## src/rtl/sub_pkg.sv

```systemverilog
// Shared types and helpers for the serial subtractor.
// FSM state encoding and a constant clog2.
package sub_pkg;

   typedef enum logic [1:0] {
      S_IDLE = 2'd0,
      S_RUN  = 2'd1,
      S_DONE = 2'd2
   } state_e;

   function automatic int clog2(input int n);
      int r;
      r = 0;
      while ((1 << r) < n) r++;
      return r;
   endfunction

endpackage

```

## src/rtl/digit_subtractor.sv

```systemverilog
// DIGIT-bit ripple of 1-bit full-subtractor cells.
// Purely combinational; borrow ripples LSB to MSB.
module digit_subtractor #(
   parameter int DIGIT = 1
) (
   input  logic [DIGIT-1:0] a,
   input  logic [DIGIT-1:0] b,
   input  logic             bin,
   output logic [DIGIT-1:0] d,
   output logic             bout
);

   logic [DIGIT:0] bw;

   // ripple borrow through each full-subtractor cell
   always_comb begin
      bw    = '0;
      d     = '0;
      bw[0] = bin;
      for (int i = 0; i < DIGIT; i++) begin
         d[i]    = a[i] ^ b[i] ^ bw[i];
         bw[i+1] = (~a[i] & b[i]) | (~(a[i] ^ b[i]) & bw[i]);
      end
   end

   assign bout = bw[DIGIT];

endmodule

```

## src/rtl/serial_subtractor.sv

```systemverilog
// Multi-cycle a - b - bin, DIGIT bits per clock.
// Valid/ready on both sides; result held until consumed.
module serial_subtractor
   import sub_pkg::*;
#(
   parameter int WIDTH = 8,
   parameter int DIGIT = 1
) (
   input  logic             clk,
   input  logic             rst_n,
   input  logic             in_valid,
   output logic             in_ready,
   input  logic [WIDTH-1:0] a,
   input  logic [WIDTH-1:0] b,
   input  logic             bin,
   output logic             out_valid,
   input  logic             out_ready,
   output logic [WIDTH-1:0] diff,
   output logic             bout,
   output logic             overflow
);

   localparam int STEPS = WIDTH / DIGIT;
   localparam int CL    = clog2(STEPS);
   localparam int CW    = (CL < 1) ? 1 : CL;

   if (WIDTH < 2) begin : g_bad_width
      $error("serial_subtractor: WIDTH must be >= 2");
   end
   if (DIGIT < 1 || DIGIT > WIDTH) begin : g_bad_digit
      $error("serial_subtractor: DIGIT out of range");
   end else if ((WIDTH % DIGIT) != 0) begin : g_bad_div
      $error("serial_subtractor: DIGIT must divide WIDTH");
   end

   state_e           state_q;
   logic [CW-1:0]    cnt_q;
   logic [WIDTH-1:0] areg_q;
   logic [WIDTH-1:0] breg_q;
   logic [WIDTH-1:0] dreg_q;
   logic             borrow_q;
   logic             asign_q;
   logic             bsign_q;
   logic             in_ready_q;
   logic             out_valid_q;
   logic [WIDTH-1:0] diff_q;
   logic             bout_q;
   logic             ovf_q;

   logic [DIGIT-1:0] cell_d;
   logic             cell_b;

   logic [WIDTH+DIGIT-1:0] a_ext;
   logic [WIDTH+DIGIT-1:0] b_ext;
   logic [WIDTH+DIGIT-1:0] d_ext;
   logic [WIDTH-1:0]       areg_d;
   logic [WIDTH-1:0]       breg_d;
   logic [WIDTH-1:0]       dreg_d;
   logic                   last;
   logic                   ovf_d;

   digit_subtractor #(
      .DIGIT (DIGIT)
   ) u_cell (
      .a    (areg_q[DIGIT-1:0]),
      .b    (breg_q[DIGIT-1:0]),
      .bin  (borrow_q),
      .d    (cell_d),
      .bout (cell_b)
   );

   // shift operands right and the new digit into the top of dreg
   always_comb begin
      a_ext  = {{DIGIT{1'b0}}, areg_q};
      b_ext  = {{DIGIT{1'b0}}, breg_q};
      d_ext  = {cell_d, dreg_q};
      areg_d = a_ext[WIDTH+DIGIT-1:DIGIT];
      breg_d = b_ext[WIDTH+DIGIT-1:DIGIT];
      dreg_d = d_ext[WIDTH+DIGIT-1:DIGIT];
      last   = (cnt_q == CW'(STEPS - 1));
      ovf_d  = (asign_q != bsign_q) && (dreg_d[WIDTH-1] != asign_q);
   end

   // control FSM with datapath and registered outputs
   always_ff @(posedge clk) begin
      if (!rst_n) begin
         state_q     <= S_IDLE;
         cnt_q       <= '0;
         areg_q      <= '0;
         breg_q      <= '0;
         dreg_q      <= '0;
         borrow_q    <= 1'b0;
         asign_q     <= 1'b0;
         bsign_q     <= 1'b0;
         in_ready_q  <= 1'b1;
         out_valid_q <= 1'b0;
         diff_q      <= '0;
         bout_q      <= 1'b0;
         ovf_q       <= 1'b0;
      end else begin
         unique case (state_q)
            S_IDLE: begin
               if (in_valid) begin
                  areg_q     <= a;
                  breg_q     <= b;
                  borrow_q   <= bin;
                  asign_q    <= a[WIDTH-1];
                  bsign_q    <= b[WIDTH-1];
                  cnt_q      <= '0;
                  in_ready_q <= 1'b0;
                  state_q    <= S_RUN;
               end
            end
            S_RUN: begin
               areg_q   <= areg_d;
               breg_q   <= breg_d;
               dreg_q   <= dreg_d;
               borrow_q <= cell_b;
               cnt_q    <= cnt_q + 1'b1;
               if (last) begin
                  diff_q      <= dreg_d;
                  bout_q      <= cell_b;
                  ovf_q       <= ovf_d;
                  out_valid_q <= 1'b1;
                  state_q     <= S_DONE;
               end
            end
            S_DONE: begin
               if (out_ready) begin
                  out_valid_q <= 1'b0;
                  in_ready_q  <= 1'b1;
                  state_q     <= S_IDLE;
               end
            end
            default: begin
               out_valid_q <= 1'b0;
               in_ready_q  <= 1'b1;
               state_q     <= S_IDLE;
            end
         endcase
      end
   end

   assign in_ready  = in_ready_q;
   assign out_valid = out_valid_q;
   assign diff      = diff_q;
   assign bout      = bout_q;
   assign overflow  = ovf_q;

endmodule

```

## config.mk

```make
export PLATFORM = sky130hd
export DESIGN_NAME = serial_subtractor
export DESIGN_NICKNAME = d
export VERILOG_FILES = /design/src/rtl/sub_pkg.sv /design/src/rtl/digit_subtractor.sv /design/src/rtl/serial_subtractor.sv
export SDC_FILE = /design/constraint.sdc
export NUM_CORES = 1
export LEC_CHECK = 0
export ABC_AREA = 1
export BUFFER_PORTS_ARGS = -buffer_cell sky130_fd_sc_hd__buf_2
export CORE_ASPECT_RATIO = 1.2
export CORE_MARGIN = 2
export CORE_UTILIZATION = 49
export DETAILED_ROUTE_END_ITERATION = 8
export PLACE_DENSITY = 0.74
export SLEW_MARGIN = 20
export SYNTH_ARGS = -nofsm -noshare
export SYNTH_HDL_FRONTEND = slang
export SYNTH_HIERARCHICAL = 1
export SYNTH_SLANG_ARGS = --single-unit
```

## constraint.sdc

```tcl
create_clock -name clk -period 1.3 [get_ports clk]
set_input_delay 0.065 -clock clk [delete_from_list [all_inputs] [get_ports clk]]
set_output_delay 0.065 -clock clk [all_outputs]
set_load 0.02 [all_outputs]
```

Yosys cells after proc, flatten, opt, wreduce, memory -nomap -nowiden
Cells that the tools add are included.

storage, ports and cells
  bits in registers = 44
  bits of input ports = 21
  logic and storage cells = 58

cells by class
  add/sub/neg operators = 1
  equal/unequal tests = 8
  multiplexer cells = 18
  bitwise gates (word level) = 9
  reduce and logical (&&, ||, !) cells = 9

operators with widths
  operator                                                                number
  8-bit case mux with 2 select lines                                      2
  8-bit two-way mux                                                       2
  3-bit AND reduction                                                     3
  2-bit two-way mux                                                       3
  2-bit inequality test (second input constant)                           3
  1-bit case mux with 3 select lines                                      2
  2-bit case mux with 3 select lines                                      1
  3-bit case mux with 2 select lines                                      1
  2-bit AND reduction                                                     3
  1-bit two-way mux                                                       5
  1-bit NOT                                                               4
  3-bit by 1-bit adder with 3-bit output (second input constant)          1
  3-bit equality test (second input constant)                             1
  3-bit two-way mux                                                       1
  1-bit bitwise AND                                                       2
  2-bit by 1-bit equality test with 1-bit output (second input constant)  1
  2-bit equality test (second input constant)                             1
  2-bit zero test                                                         1
  1-bit inequality test                                                   2
  1-bit case mux with 2 select lines                                      1
  2-bit nonzero test                                                      1
  1-bit XOR                                                               2
  1-bit logical AND                                                       1
  1-bit OR                                                                1

Depth between registers and ports, before layout
  depth after elaboration = 5
  depth in mapped cells = 7
  gate-level depth less buffers = 7

By module
Netlist, hierarchy kept.

by module, submodules not included
  module             instances  cells an instance  area each (sq um)  sequential area each (sq um)
  serial_subtractor  1          282                1881.8             860.8
  digit_subtractor   1          4                  31.3               0.0

Worst setup path before layout
Ideal clock, no wire load.

  path kind = reg2reg
  from = reg breg_q[0]
  to = reg ovf_q (netlist: overflow)
  library setup time = 0.109 ns
  arrival = 1.167 ns
  required time = 1.191 ns
  setup slack = 0.024 ns
  cell stages (with the launch flop) = 8
  buffers on the path = 0
  clock period less this slack = 1.276 ns
  path through = dfxtp_1 -> inv_1 -> fa_1 -> inv_1 -> nand3_1 -> nand3_1 -> nand2_1 -> inv_1

between the ends
  word-level cells in the longest chain between the ends = 4

RTL lines
  element                  line                      source
  start, declared          serial_subtractor.sv:39   logic [WIDTH-1:0] breg_q;
  start signal, assigned   serial_subtractor.sv:116  breg_q <= breg_d;
  1-bit XOR (2 in series)  digit_subtractor.sv:21    d[i] = a[i] ^ b[i] ^ bw[i];
  via cell_d               serial_subtractor.sv:50   logic [DIGIT-1:0] cell_d;
  1-bit inequality test    serial_subtractor.sv:81   ovf_d = (asign_q != bsign_q) && (dreg_d[WIDTH-1] != asign_q);
  1-bit logical AND        serial_subtractor.sv:81
  end signal, assigned     serial_subtractor.sv:123  ovf_q <= ovf_d;
  end, declared            serial_subtractor.sv:48   logic ovf_q;

The timed path passes the listed nets, and every way through them passes these cells.
A chain may end at the register's enable or synchronous reset.

Worst setup path in the final report
Same ends and word-level chain as after synthesis.

==> reports/qor.txt <==
Share of cells above drive strength 1: 21.6%
Global route overflow: 0
Clock power frac: 31.9%
Maxcap violations: 0
Die Y-Extent: 72.4 microns
First-pass GRT wire length: 6.62 mm
Slowest-stage cell, CP: fa_2
Worst-Margin Slew: 340 ps
Pre-antenna DRT Iters: 4
CTS Sinks: 43
Full die area: 4420 sq um
Clk_lat worst skew: 300 ps
Hpwl dp: 2.62 mm
Hold path start: bin
Final hold violation count: 0
CTS Buf Count: 5
Initial antenna violation count: 0
All-Layer GR Usage: 19.7%
# H-tree levels: 2
Diodes inserted: 0
Setup TNS: 0 ps
Worst setup path end: overflow
R2R Setup Slk: 8 ps
Met3 routed WL: 247 microns
Data required, critical path: 1510 ps
DRC Markers: 0
IO Pins: 33
Clk_skew: 4.54 ps
Port Buf Inserts: 32
Clk pin slew, worst setup/hold paths: 90 ps
F_max: 774 MHz
Layout Utilization: 62.9%
Largest net degree at the start of global routing: 36
Final setup violating endpoints: 0
Crit. End Element: flop
Area Growth Syn to Fin: 21.4%
Status: complete, no violations
Crit Path Max Fanout: 4
Power per cell area: 1180 nW/um^2
Net Sw Frac: 28.5%
CP bufs+invs: 3
Setup Crit Path Kind: reg -> reg
Leakage: 0.00110 uW
WL per Instance: 10.7 microns
Initial core utilization: 51.8%
CP startpoint: breg_q[0]
Slew margin rel.: 77.3%
Via count: 1785
Reg power frac: 53.2%
NetSw: 776 uW
Clock Tree Buf Depth: 2
DRT Wirelength: 4.08 mm
Vias in the first global route: 1583
DRT iter0 DRCs: 105
Mapped cell area: 1910 sq um
Cells after synthesis: 286
DR vias/cell: 4.70
Syn avg cell area: 6.69 sq um
Yosys reg bits: 43
Metal2 WL: 1.90 mm
Yosys cell types: 18
Final Wtd Congestion: 0.793
Top sig layer: met4
Worst Hold Class: in -> reg
Peak VDD IR: 0.000850 V
RSZ-0062 raised after global routing: true
Startpoint types: flop
Slew Viols, Final: 0
Final critical path time including I/O delays and setup: 1290 ps
Die X: 61.0 microns
Reg-to-reg startpoint: breg_q[0]
R2r worst-path depth: 7
Worst Hold Margin: 58.6 ps
# rows: 24
Tcrit/Tclk final: 99.3%
Internal cell power: 1950 uW
Clock root cell: clkbuf_8
YS warnings: 6
Syn Nets: 310
Sequential-to-total area share from yosys stat: 45.0%
Arr. time, crit path: 1500 ps
Post-route ant nets: 0
WP depth: 7
Core area: 3690 sq um
Final net count: 351
Metal1 wirelength: 1.87 mm
Crit path largest cell delay: 560 ps
Combinational power share: 14.9%
Crit Reg-Reg Endpoint: overflow
Crit path cell chain: inv_2 -> fa_2 -> inv_1 -> nand3_1 -> nand3_1 -> nand2_1 -> inv_1
CTS tree: yes
Crit-path leading delay family: adder cells
## metal layers
metal	global-route usage, %	up-vias
met4	7.97	0
li1	-	955
met2	32.5	46
met1	24.2	777
met3	4.46	7
met5	0	-
## flip-flops by register name, summed over array words and instances (netlist names)
name / count
diff: 8
bout: 1
out_valid: 1
in_ready: 1
bsign_q: 1
cnt_q: 3
overflow: 1
areg_q: 8
state_q: 2
borrow_q: 1
dreg_q: 7
asign_q: 1
breg_q: 8
## synth_stat cells, drive strengths merged
library cell / n / area share [%]
a21oi: 18 / 4.7
nor2: 49 / 10
dfxtp: 43 / 45
nand2: 95 / 19
buf: 11 / 3.3
clkbuf: 2 / 0.39
nand3: 23 / 6.0
o21ai: 9 / 2.9
inv: 32 / 6.3
fa: 1 / 1.0
ha: 2 / 1.3
clkinv: 1 / 0.20
## layout by cell type, fill, tap and decap left out
master      instances
nor2_4              2
nand2_4             1
ha_1                1
o21ai_0             8
clkinvlp_4          3
clkinv_1            1
buf_12              1
buf_2              33
clkbuf_8            5
a21oi_1            18
nand3_1            22
ha_2                1
nand2_1            94
dfxtp_2             5
buf_6               3
fa_2                1
inv_1              27
inv_6               1
inv_2               4
buf_4               9
o21ai_4             1
dfxtp_1            38
nand3_2             1
nor2_1             48
## how the worst min path moves through the flow
| stage | endpoint | slack [ps] | depth (start not counted) |
|---|---|---|---|
| CTS | borrow_q | 50 | 5 |
| global route | borrow_q | 80 | 5 |
| global placement | borrow_q | 360 | 5 |
| finish | borrow_q | 60 | 5 |
| detailed placement | borrow_q | 370 | 5 |
| floorplan | cnt_q[0] | 200 | 2 |
## area by class of cell
| type | instances | area (sq um) |
|---|---|---|
| Timing Repair Buffer | 46 | 287 |
| Tap cell | 52 | 65.1 |
| Fill cell | 356 | 1370 |
| Multi-Input combinational cell | 198 | 883 |
| Clock inverter | 3 | 23.8 |
| Inverter | 33 | 128 |
| Sequential cell | 43 | 867 |
| Clock buffer | 5 | 68.8 |
## power groups by stage
stage / sequential, uW / clock [uW] / combinational [uW]
floorplan: 1470 / 0 / 285
global placement: 1470 / 0 / 380
detailed placement: 1480 / 0 / 385
CTS: 1450 / 893 / 387
global route: 1460 / 931 / 476
finish: 1450 / 871 / 408
## metrics by stage
step	cells	worst slack [ps]	instance area (sq um)	total power (uW)
finish	380	8.50	2320	2730
global route	380	-74.9	2320	2870
CTS	375	-31.4	2250	2730
detailed placement	367	-43.0	2150	1860
global placement	367	-31.6	2150	1850
floorplan	286	24.2	1910	1750
## tightest hold or removal path, cell delays in order
cell and delay, ps:
buf_2 70, nand2_1 40, nand2_1 50, nor2_1 30, nor2_1 70
## kinds of logic (layout without fill, tap and decap cells)
logic type / count (synthesis) / count (layout) / share of synthesized area (%)
AOI/OAI and AO/OA: 27 / 27 / 7.65
adders and majority gates: 3 / 3 / 2.35
and+or+nand+nor: 167 / 168 / 34.8
buffers and inverters: 46 / 87 / 10.2
DFF: 43 / 43 / 45.0
## what timing repair did
item                                    in CTS  in global routing
resized for setup                            2                 16
gates cloned                                 0                  2
setup buffers                                0                  3
endpoints found under the setup margin       1                 14
pin swaps                                    3                  3
hold buffers                                 0                  0
No activity file was read; power rests on OpenSTA's default activity.
